$ cat src/rtl/unified_mem_arbiter_pkg.sv
// Shared types for the unified memory arbiter: read-return owner tags,
// arbitration priority states and the supported read-latency range.
package unified_mem_arbiter_pkg;

  typedef enum logic {
    OWN_IF = 1'b0,
    OWN_D  = 1'b1
  } owner_e;

  typedef enum logic {
    DPRI = 1'b0,
    FPRI = 1'b1
  } arb_state_e;

  localparam int RD_LAT_MAX = 4;

  // Out-of-range latencies are pulled into 1..RD_LAT_MAX so the tag pipe always has a stage.
  function automatic int clamp_lat(input int lat);
    if (lat < 1) return 1;
    if (lat > RD_LAT_MAX) return RD_LAT_MAX;
    return lat;
  endfunction

endpackage

$ cat src/rtl/arb_rd_tag_pipe.sv
// Read-return tag pipe: a DEPTH-stage {valid, owner} shift register that
// routes memory read data back to whichever port issued the read.
module arb_rd_tag_pipe
  import unified_mem_arbiter_pkg::*;
#(
  parameter int DEPTH = 1
) (
  input  logic   clk,
  input  logic   rst,
  input  logic   push_valid,
  input  owner_e push_owner,
  output logic   out_valid,
  output owner_e out_owner
);

  logic [DEPTH-1:0] valid_q;
  logic [DEPTH-1:0] owner_q;

  // Clearing on reset drops any reads still in flight.
  always_ff @(posedge clk or negedge rst) begin
    if (!rst) begin
      valid_q <= '0;
      owner_q <= '0;
    end else begin
      valid_q[0] <= push_valid;
      owner_q[0] <= push_owner;
      for (int i = 1; i < DEPTH; i++) begin
        valid_q[i] <= valid_q[i-1];
        owner_q[i] <= owner_q[i-1];
      end
    end
  end

  assign out_valid = valid_q[DEPTH-1];
  assign out_owner = owner_e'(owner_q[DEPTH-1]);

endmodule

$ cat src/rtl/unified_mem_arbiter.sv
// Single-port memory arbiter between instruction fetch and data ports.
// Define MEM_ARB_PERF_EN to add saturating grant/conflict perf counters.
module unified_mem_arbiter
  import unified_mem_arbiter_pkg::*;
#(
  parameter int ADDR_W     = 12,
  parameter int DATA_W     = 32,
  parameter int RD_LAT     = 1,
  parameter int STARVE_MAX = 4
) (
  input  logic                clk,
  input  logic                rst,
  input  logic                if_req_i,
  input  logic [ADDR_W-1:0]   if_addr_i,
  output logic                if_gnt_o,
  output logic                if_rvalid_o,
  output logic [DATA_W-1:0]   if_rdata_o,
  input  logic                d_req_i,
  input  logic                d_we_i,
  input  logic [DATA_W/8-1:0] d_sel_i,
  input  logic [ADDR_W-1:0]   d_addr_i,
  input  logic [DATA_W-1:0]   d_wdata_i,
  output logic                d_gnt_o,
  output logic                d_rvalid_o,
  output logic [DATA_W-1:0]   d_rdata_o,
  output logic                mem_ce_o,
  output logic                mem_we_o,
  output logic [DATA_W/8-1:0] mem_sel_o,
  output logic [ADDR_W-1:0]   mem_addr_o,
  output logic [DATA_W-1:0]   mem_wdata_o,
  input  logic [DATA_W-1:0]   mem_rdata_i,
  output logic                stallreq_o
`ifdef MEM_ARB_PERF_EN
  ,
  output logic [31:0]         perf_if_gnt_o,
  output logic [31:0]         perf_d_gnt_o,
  output logic [31:0]         perf_conflict_o
`endif
);

  localparam int LAT   = clamp_lat(RD_LAT);
  localparam int CNT_W = $clog2(STARVE_MAX + 1);

  arb_state_e       state_q, state_d;
  logic [CNT_W-1:0] starve_q, starve_d;
  logic             req_if, req_d;
  logic             gnt_if, gnt_d;
  logic             push_valid;
  owner_e           push_owner;
  logic             tag_valid;
  owner_e           tag_owner;

  // Requests are masked while reset is held so every output reads 0.
  assign req_if = if_req_i & rst;
  assign req_d  = d_req_i & rst;

  always_ff @(posedge clk or negedge rst) begin
    if (!rst) begin
      state_q  <= DPRI;
      starve_q <= '0;
    end else begin
      state_q  <= state_d;
      starve_q <= starve_d;
    end
  end

  // Data normally wins a conflict; after STARVE_MAX such wins fetch is forced through once.
  always_comb begin
    gnt_if   = 1'b0;
    gnt_d    = 1'b0;
    state_d  = state_q;
    starve_d = starve_q;
    if (req_if && req_d) begin
      if (state_q == FPRI) begin
        gnt_if = 1'b1;
      end else begin
        gnt_d    = 1'b1;
        starve_d = starve_q + 1'b1;
        if (starve_d == CNT_W'(STARVE_MAX)) state_d = FPRI;
      end
    end else if (req_if) begin
      gnt_if = 1'b1;
    end else if (req_d) begin
      gnt_d = 1'b1;
    end
    if (gnt_if) begin
      starve_d = '0;
      state_d  = DPRI;
    end
    if (!req_if) starve_d = '0;
  end

  assign if_gnt_o   = gnt_if;
  assign d_gnt_o    = gnt_d;
  assign stallreq_o = (req_if & ~gnt_if) | (req_d & ~gnt_d);

  // A store with no byte enables still occupies the port but writes nothing.
  always_comb begin
    mem_ce_o    = gnt_if | gnt_d;
    mem_we_o    = gnt_d & d_we_i & (|d_sel_i);
    mem_sel_o   = '0;
    mem_addr_o  = '0;
    mem_wdata_o = '0;
    if (gnt_if) begin
      mem_sel_o  = '1;
      mem_addr_o = if_addr_i;
    end else if (gnt_d) begin
      mem_addr_o = d_addr_i;
      mem_sel_o  = d_we_i ? d_sel_i : '1;
      if (d_we_i) mem_wdata_o = d_wdata_i;
    end
  end

  assign push_valid = gnt_if | (gnt_d & ~d_we_i);
  assign push_owner = gnt_d ? OWN_D : OWN_IF;

  arb_rd_tag_pipe #(
    .DEPTH(LAT)
  ) u_tag_pipe (
    .clk       (clk),
    .rst       (rst),
    .push_valid(push_valid),
    .push_owner(push_owner),
    .out_valid (tag_valid),
    .out_owner (tag_owner)
  );

  assign if_rvalid_o = tag_valid & (tag_owner == OWN_IF);
  assign d_rvalid_o  = tag_valid & (tag_owner == OWN_D);
  assign if_rdata_o  = if_rvalid_o ? mem_rdata_i : '0;
  assign d_rdata_o   = d_rvalid_o ? mem_rdata_i : '0;

`ifdef MEM_ARB_PERF_EN
  // Counters stick at all-ones instead of wrapping.
  always_ff @(posedge clk or negedge rst) begin
    if (!rst) begin
      perf_if_gnt_o   <= '0;
      perf_d_gnt_o    <= '0;
      perf_conflict_o <= '0;
    end else begin
      if (gnt_if && (perf_if_gnt_o != '1)) perf_if_gnt_o <= perf_if_gnt_o + 32'd1;
      if (gnt_d && (perf_d_gnt_o != '1)) perf_d_gnt_o <= perf_d_gnt_o + 32'd1;
      if (req_if && req_d && (perf_conflict_o != '1)) perf_conflict_o <= perf_conflict_o + 32'd1;
    end
  end
`endif

endmodule

$ cat config.mk
export PLATFORM = sky130hd
export DESIGN_NAME = unified_mem_arbiter
export DESIGN_NICKNAME = d
export VERILOG_FILES = /design/src/rtl/unified_mem_arbiter_pkg.sv /design/src/rtl/arb_rd_tag_pipe.sv /design/src/rtl/unified_mem_arbiter.sv
export SDC_FILE = /design/constraint.sdc
export NUM_CORES = 1
export LEC_CHECK = 0
export ABC_AREA = 1
export BUFFER_PORTS_ARGS = -buffer_cell sky130_fd_sc_hd__buf_2
export CORE_AREA = 2 2 85 87
export DETAILED_ROUTE_END_ITERATION = 10
export DIE_AREA = 0 0 87 89
export HOLD_SLACK_MARGIN = 0.05
export PLACE_DENSITY = 0.65
export SETUP_SLACK_MARGIN = 0.2
export SYNTH_ARGS = -nofsm -noshare
export SYNTH_HDL_FRONTEND = slang
export SYNTH_SLANG_ARGS = --single-unit
$ cat constraint.sdc
create_clock -name clk -period 2.7 [get_ports clk]
set_clock_uncertainty 0.1 [all_clocks]
set_input_delay 0.405 -clock clk [delete_from_list [all_inputs] [get_ports clk]]
set_output_delay 0.405 -clock clk [all_outputs]
set_load 0.02 [all_outputs]
* After elaboration in Yosys (flattened, before gate mapping)
Index checks and enable logic that the tools add are counted.
** Storage, ports and cells
- Register bits after elaboration :: 6
- Bits of input ports :: 97
- Logic and storage cells :: 54
** Operators by class
- $add $sub $neg :: 1
- Equal/unequal tests :: 3
- Muxes and demuxes :: 26
- Bitwise operators :: 16
- Reductions and logical operators :: 4
** Operator list (count)
- two-way mux 32 bit :: 5
- two-way mux 12 bit :: 2
- two-way mux 1 bit :: 12
- two-way mux 3 bit :: 4
- two-way mux 4 bit :: 3
- bitwise AND 1 bit :: 9
- NOT 1 bit :: 4
- OR reduction 4 bit :: 1
- adder 3 x 1 -> 3 bit, second input constant :: 1
- == test 3 bit, second input constant :: 1
- != test 3 x 1 -> 1 bit, second input constant :: 1
- != test 3 x 2 -> 1 bit, second input constant :: 1
- bitwise OR 1 bit :: 3
- AND reduction 2 bit :: 1
- nonzero test 2 bit :: 1
- logical AND 1 bit :: 1

* Depth between registers and ports, before layout
Gate-level depths: netlist of run 1.
- Depth after elaboration :: 7
- Depth in mapped cells :: 6
- Gate-level depth less buffers :: 6

* Cells and area by module
A second synthesis of run 1 with hierarchy kept.
** Unflattened totals
- Cell total of the unflattened synthesis :: 260
- Area, all modules :: 1229.9 um^2
** By module, submodules not included
- unified_mem_arbiter :: instances 1, cells an instance 258, area each 1179.9 um^2, sequential area each 100.1 um^2
- arb_rd_tag_pipe :: instances 1, cells an instance 2, area each 50.0 um^2, sequential area each 50.0 um^2

* Worst setup path after synthesis of run 1
OpenSTA, ideal clock, no wires.
- Path type :: register to output
- Start :: reg u_tag_pipe.owner_q, in the netlist u_tag_pipe.out_owner
- End :: out if_rdata_o[10]
- Arrival :: 1.362 ns
- Path slack :: 0.833 ns
- Stages on the path, launching flop included :: 5
- Buffers on the path :: 1
- Cells stage by stage :: dfrtp_1 > nor2_1 > inv_1 > clkbuf_1 > nor2_1
** On the way
- Word-level cells in the longest chain between the ends :: 3
** Ends and longest elaborated chain
- start, declared :: RTL line arb_rd_tag_pipe.sv:17 : logic [DEPTH-1:0] owner_q;
- start signal, assigned by index :: RTL line arb_rd_tag_pipe.sv:29 : owner_q[i] <= owner_q[i-1];
- NOT 1 bit :: RTL line unified_mem_arbiter.sv:128 : assign if_rvalid_o = tag_valid & (tag_owner == OWN_IF);
- bitwise AND 1 bit :: RTL line unified_mem_arbiter.sv:128
- named net if_rvalid_o :: RTL line unified_mem_arbiter.sv:16 : output logic if_rvalid_o,
- two-way mux 32 bit :: RTL line unified_mem_arbiter.sv:130 : assign if_rdata_o = if_rvalid_o ? mem_rdata_i : '0;
- end, declared :: RTL line unified_mem_arbiter.sv:17 : output logic [DATA_W-1:0] if_rdata_o,
The timed path passes the listed nets, and every way through them passes these cells.

* Worst setup path after layout of run 1
- Start :: reg u_tag_pipe.valid_q, in the netlist u_tag_pipe.out_valid
- End :: out if_rdata_o[7]
** On the way
- Word-level cells in the longest chain between the ends :: 2
** Ends and longest elaborated chain
- start, declared :: RTL line arb_rd_tag_pipe.sv:16 : logic [DEPTH-1:0] valid_q;
- start signal, assigned by index :: RTL line arb_rd_tag_pipe.sv:28 : valid_q[i] <= valid_q[i-1];
- bitwise AND 1 bit :: RTL line unified_mem_arbiter.sv:128
- two-way mux 32 bit :: RTL line unified_mem_arbiter.sv:130
No other way between the ends.

==> flow_metrics.py, run 1 <==
metrics = {
    "placement": {
        "dp_hpwl_um": 4240,
        "post_dp_cell_area_mm2": 0.00234,
        "preCtsSetupSlack_ns": 0.343,
        "place_congestion": 0.760,
        "io_buffers": 215,
    },
    "status": {
        "status": "completed",
    },
    "sta": {
        "fmax_mhz": 465,
        "hold_viol_final": 0,
        "finalCriticalPeriod_ns": 2.15,
        "worst_pin_slew_ns": 0.909,
        "slew_headroom": 0.393,
        "rsz0062_at_grt": "false",
        "final.setup.tns_ns": 0,
        "setup_violations": 0,
        "min_period_over_period": 0.796,
        "worst_slack_ns": 0.552,
        "drv_slew": 0,
    },
    "clock_network": {
        "clock-sinks": 6,
        "cts_buffers": 3,
        "insertion_delay_ns": 0.22,
        "path_clk_slew_ns": 0.03,
        "tritoncts": "built",
        "cts_root_buf": "clkbuf_8",
        "cts_buffer_depth": 2,
        "h-tree-depth": 1,
    },
    "yosys": {
        "ys.warnings.count": 0,
        "synth.distinct_cells": 18,
        "syn-instance-count": 260,
        "synth_nets": 359,
        "avgSynthCellArea_um2": 4.73,
        "ys_ff_latch": 6,
        "ys_seq_area_frac": 0.122,
        "synth.cell_area_mm2": 0.00123,
    },
    "route": {
        "vias_per_cell": 3.90,
        "first_iter_violations": 41,
        "drc": 0,
        "routedWlPerCell_um": 8.92,
        "drtAntennaViolNets": 0,
        "vias": 2173,
        "wl_um": 4970,
        "drtPass1Iterations": 4,
    },
    "die": {
        "io_pins": 216,
        "die_h_um": 89,
        "die_w_um": 87,
        "row_count": 30,
        "core_mm2": 0.00672,
        "fp.dieArea_mm2": 0.00774,
        "start_util": 0.183,
    },
    "setup_path": {
        "cpPeakStageDelay_ns": 0.65,
        "crit_required_ns": 2.19,
        "arrival_ns": 1.64,
        "endpoint_kind": "output pin",
        "crit_path_start_kind": "flip-flop",
        "critPathSlowestCell": "inv_1",
        "cp_max_fo": 32,
        "worstSetupPathType": "flip-flop to output pin",
        "cp_top_family": "buffers and inverters",
        "crit_chain": "inv_1 -> nor2_1 -> inv_1 -> nor2_1 -> buf_2",
        "cp_num_buf_inv": 3,
    },
    "finish": {
        "syn_to_final_growth_pct": 99.9,
        "layout_common_cells": "215 x buf_2, 91 x nor2_1, 75 x inv_1",
        "fin_area_mm2": 0.00246,
        "final_common_cell": "buf_2",
        "num-nets-final": 578,
        "drive_gt1_frac": 0.507,
        "fin_util": 0.366,
        "antenna_cells": 0,
    },
    "global_route": {
        "grt.total_usage": 0.103,
        "antenna_found_initial": 0,
        "gr-total-overflow": 0,
        "grt_max_degree": 34,
        "grt_pass1_wl_um": 6510,
        "grt_pass1_vias": 1626,
    },
    "worst_hold_path": {
        "hold_path.class": "flip-flop to flip-flop",
    },
    "power_and_ir_drop": {
        "finalPower_mw": 0.594,
        "p_per_area_mw_per_mm2": 242,
        "power_leakage_nw": 1.96,
        "ir_worst_vdd_mv": 0.113,
    },
    "job": {
        "maxCapViolations": 0,
    },
}
-- sequential cells by signal, indices dropped and copies added (netlist names) --
register              count
u_tag_pipe.out_owner      1
state_q                   1
u_tag_pipe.out_valid      1
starve_q                  3
-- what timing repair did --
action	in CTS	in global routing
resized for setup	0	0
endpoints found under the setup margin	0	7
hold buffers	1	0
endpoints found under the hold margin	6	0
setup buffers	0	9
-- cell usage after synthesis --
| library cell | instances | area (um^2) |
|---|---|---|
| nor2_2 | 11 | 68.8 |
| nand3_1 | 14 | 70.1 |
| o21ai_0 | 4 | 20.0 |
| buf_2 | 2 | 10.0 |
| nand2_4 | 1 | 11.3 |
| nor3b_1 | 1 | 7.51 |
| a21oi_4 | 1 | 16.3 |
| inv_1 | 75 | 282 |
| nand4_1 | 1 | 6.26 |
| dfrtp_1 | 6 | 150 |
| nand2_1 | 39 | 146 |
| a21oi_1 | 1 | 5.00 |
| nand2_2 | 1 | 6.26 |
| buf_4 | 1 | 7.51 |
| clkbuf_1 | 6 | 22.5 |
| ha_1 | 2 | 25.0 |
| buf_6 | 3 | 33.8 |
| nor2_1 | 91 | 342 |
-- report_power, final --
group | switching, mW | internal, mW
combinational | 0.230 | 0.139
clock | 0.0342 | 0.0954
sequential | 0.00180 | 0.0934
total | 0.266 | 0.328
-- through the flow --
step / hold WS, ns / cells
2_1_floorplan: 0.00941 / 260
3_3_place_gp: 0.158 / 544
3_5_place_dp: 0.163 / 544
4_1_cts: 0.367 / 548
5_1_grt: 0.387 / 557
6_report: 0.359 / 557
-- worst paths after layout --
check | from | to | slack [ns] | cells past startpoint
setup / recovery | u_tag_pipe.out_valid | if_rdata_o[7] | 0.55 | 5
max in group asynchronous | rst | u_tag_pipe.out_owner | 1.73 | 2
hold reg to reg | starve_q[0] | starve_q[0] | 0.36 | 1
min in group asynchronous | rst | starve_q[2] | 0.56 | 2
setup reg to reg | state_q | u_tag_pipe.out_valid | 1.45 | 5
hold / removal | starve_q[0] | starve_q[0] | 0.36 | 1
-- routing by layer --
layer	routed length (um)	vias to the layer above	global-route usage
met5	0	-	0
met4	38	0	0.0298
met3	483	4	0.00831
met2	2560	129	0.217
met1	1880	887	0.105
li1	-	1153	-
-- kinds of logic (layout without fill, tap and decap cells) --
group | after synthesis | in the layout | synth area share
AOI/OAI and AO/OA | 6 | 6 | 0.0336
buffers and inverters | 87 | 304 | 0.289
and+or+nand+nor | 159 | 159 | 0.535
DFF | 6 | 6 | 0.122
adders and majority gates | 2 | 2 | 0.0203
-- worst reg2reg max path: cells and delay by family (launching register included) --
family	cells	cell delay (ns)
buffers and inverters	2	0.26
and+or+nand+nor	3	0.34
DFF	1	0.42
-- final cells by class --
| class | instances | area (um^2) |
|---|---|---|
| clock buffer | 3 | 41.3 |
| fill | 722 | 4260 |
| inverter | 75 | 282 |
| multi-input combinational | 167 | 724 |
| sequential | 6 | 150 |
| tap | 80 | 100 |
| timing repair buffer | 226 | 1160 |
(Power assumes the default switching activity.)
==> inputs of run 2 (changes only) <==
--- a/config.mk
+++ b/config.mk
@@ -5,13 +5,13 @@
 export SDC_FILE = /design/constraint.sdc
 export NUM_CORES = 1
 export LEC_CHECK = 0
-export ABC_AREA = 1
+export ABC_AREA = 0
 export BUFFER_PORTS_ARGS = -buffer_cell sky130_fd_sc_hd__buf_2
-export CORE_AREA = 2 2 85 87
+export CORE_AREA = 2 2 83 85
 export DETAILED_ROUTE_END_ITERATION = 10
-export DIE_AREA = 0 0 87 89
+export DIE_AREA = 0 0 85 87
 export HOLD_SLACK_MARGIN = 0.05
-export PLACE_DENSITY = 0.65
+export PLACE_DENSITY = 0.67
 export SETUP_SLACK_MARGIN = 0.2
 export SYNTH_ARGS = -nofsm -noshare
 export SYNTH_HDL_FRONTEND = slang
==> constraint.sdc (replaced) <==
create_clock -name clk -period 1.99 [get_ports clk]
set_clock_uncertainty 0.1 [all_clocks]
set_input_delay 0.2985 -clock clk [delete_from_list [all_inputs] [get_ports clk]]
set_output_delay 0.2985 -clock clk [all_outputs]
set_load 0.02 [all_outputs]
==> run 2 against run 1 <==
  * Non-clock buffer count up 9
  * Via count fell by 5.8%
  * Final cell count down 17%
  * Core utilization increased by 7.3 points
  * Flip-flop and latch count is the same
  * Synthesized cell count fell by 38%
  * Sequential share of layout area shrank 0.86 points
  * Register-to-register slack got worse by 0.75 ns
  * Design area up 17%
  * Worst hold slack got worse by 0.031 ns
  * Worst setup slack got worse by 0.45 ns
  * Area after synthesis fell by 2.6%
  * Largest cell class unchanged
  * Largest power group unchanged
  * Highest routed layer unchanged
==> flow_metrics.py, run 2 <==
metrics = {
    "yosys": {
        "synth_common_cells": "65 x and2_1, 33 x and3_1, 13 x a22o_1, 8 x clkbuf_1, 6 x dfrtp_1",
        "synth-edff-count": 0,
        "avgSynthCellArea_um2": 7.39,
        "ys.warnings.count": 0,
        "yosys-top-cells-area": "and2_1 34%, and3_1 17%, dfrtp_1 13%",
        "ys_seq_area_frac": 0.125,
        "yosysTopAreaCell": "and2_1",
        "synth.most_common_cell": "and2_1",
        "ys_ff_latch": 6,
        "synth.distinct_cells": 25,
        "synth.cell_area_mm2": 0.00120,
        "syn-instance-count": 162,
        "synth-main-ff-cell": "dfrtp_1",
        "synth_nets": 261,
        "synth_top_area_frac": 0.340,
        "async_reset_ff_frac": 1.00,
    },
    "route": {
        "wl_um": 6240,
        "first_iter_violations": 41,
        "routedWlPerCell_um": 13.4,
        "drc": 0,
        "drtPass1Iterations": 4,
        "vias": 2048,
        "vias_per_cell": 4.41,
        "drtAntennaViolNets": 0,
    },
    "setup_path": {
        "cpPeakStageDelay_ns": 0.44,
        "cp_max_fo": 8,
        "endpoint_kind": "output pin",
        "crit_required_ns": 1.59,
        "critPathSlowestCell": "dfrtp_2",
        "worstSetupPathType": "flip-flop to output pin",
        "cp_common_cell": "buf_6",
        "arrival_ns": 1.49,
        "crit_chain": "a211oi_4 -> buf_6 -> buf_6 -> and2_4 -> buf_6",
        "crit_path_start_kind": "flip-flop",
    },
    "clock_network": {
        "insertion_delay_ns": 0.22,
        "path_clk_slew_ns": 0.04,
        "cts_root_buf": "clkbuf_8",
        "cts_buffers": 3,
        "clock-sinks": 6,
        "tritoncts": "built",
        "cts_buffer_depth": 2,
        "h-tree-depth": 1,
    },
    "sta": {
        "finalCriticalPeriod_ns": 1.89,
        "fmax_mhz": 530,
        "min_period_over_period": 0.948,
        "drv_slew": 0,
        "final.setup.tns_ns": 0,
        "setup_violations": 0,
        "slew_headroom": 0.831,
        "worst_pin_slew_ns": 0.254,
        "hold_viol_final": 0,
        "rsz0062_at_grt": "true",
    },
    "worst_hold_path": {
        "hold_path.class": "input port to flip-flop",
    },
    "global_route": {
        "gr-total-overflow": 0,
        "grt_max_degree": 34,
        "grt_pass1_vias": 1808,
        "grt.total_usage": 0.141,
        "grt_pass1_wl_um": 8600,
        "antenna_found_initial": 0,
    },
    "status": {
        "status": "completed",
    },
    "die": {
        "fp.dieArea_mm2": 0.00740,
        "die_w_um": 85,
        "row_count": 30,
        "io_pins": 216,
        "die_h_um": 87,
        "core_mm2": 0.00657,
        "start_util": 0.182,
    },
    "placement": {
        "io_buffers": 215,
        "place_congestion": 0.801,
        "dp_hpwl_um": 4310,
    },
    "finish": {
        "drive_gt1_frac": 0.724,
        "antenna_cells": 0,
        "top_register": "starve_q",
        "largest_reg_flops": 3,
        "layout_common_cells": "170 x buf_2, 44 x buf_6, 33 x and2_1, 33 x and3_1, 32 x and2_4",
        "num-nets-final": 485,
        "final_common_cell": "buf_2",
        "syn_to_final_growth_pct": 141,
    },
    "power_and_ir_drop": {
        "ir_worst_vdd_mv": 0.161,
        "p_per_area_mw_per_mm2": 279,
        "finalPower_mw": 0.805,
        "power_leakage_nw": 1.84,
    },
    "job": {
        "maxCapViolations": 0,
    },
}
## run 2: worst paths after layout
| kind | from | endpoint | slack (ns) | cells past startpoint |
|---|---|---|---|---|
| worst min register to register | starve_q[0] | starve_q[0] | 0.41 | 1 |
| min in group asynchronous | rst | state_q | 0.44 | 2 |
| max in group asynchronous | rst | starve_q[1] | 1.07 | 3 |
| worst max register to register | starve_q[0] | state_q | 0.70 | 4 |
| worst min-delay path | rst | u_tag_pipe.out_valid | 0.33 | 2 |
| worst max-delay path | state_q | mem_wdata_o[7] | 0.10 | 5 |
## run 2: layout make-up
class,instances,area [um^2]
inverter,4,17.5
tap,80,100
fill,648,3690
timing repair buffer,235,1540
multi-input combinational,136,1030
sequential,6,151
clock buffer,3,41.3
## run 2: worst max-delay path: cells and delay by family (launching register included)
kind,cells,cell delay [ns]
AOI/OAI and AO/OA,1,0.28
buffers and inverters,3,0.39
DFF,1,0.44
and+or+nand+nor,1,0.15
## run 2: kinds of logic after synthesis
family | count (synthesis) | share of synthesized area
adders and majority gates | 2 | 0.0209
and+or+nand+nor | 105 | 0.551
buffers and inverters | 20 | 0.0940
AOI/OAI and AO/OA | 28 | 0.202
DFF | 6 | 0.125
xor gates and xnor gates | 1 | 0.00732
## run 2: routing by layer
| layer | GRT usage | wire length, um |
|---|---|---|
| met1 | 0.164 | 2290 |
| met2 | 0.276 | 3400 |
| met5 | 0 | 0 |
| met4 | 0.0303 | 31 |
| met3 | 0.0161 | 518 |
## run 2: repair_timing
action,4_1_cts,5_1_grt
hold buffers,1,0
hold endpoints to repair,6,0
cloned,4,1
buffers inserted,4,4
gates resized for setup,91,47
endpoints found under the setup margin,51,52
pin swaps,23,17
## run 2: power breakdown
group	switching (mW)	total [mW]	leakage [nW]	internal, mW
clock	0.0519	0.182	0.0216	0.130
combinational	0.255	0.495	1.74	0.240
sequential	0.00194	0.128	0.0796	0.126
total	0.309	0.805	1.84	0.496
## run 2: per-stage QoR
step | worst slack [ns] | instances | util | area, um^2 | hold WS, ns
finish | 0.104 | 464 | 0.439 | 2880 | 0.328
global route | 0.0674 | 464 | 0.439 | 2880 | 0.340
CTS | 0.152 | 459 | 0.411 | 2700 | 0.323
detailed placement | 0.244 | 447 | 0.353 | 2320 | 0.0555
global placement | 0.278 | 447 | 0.353 | 2320 | 0.0503
floorplan | 0.370 | 162 | - | 1200 | -0.0971
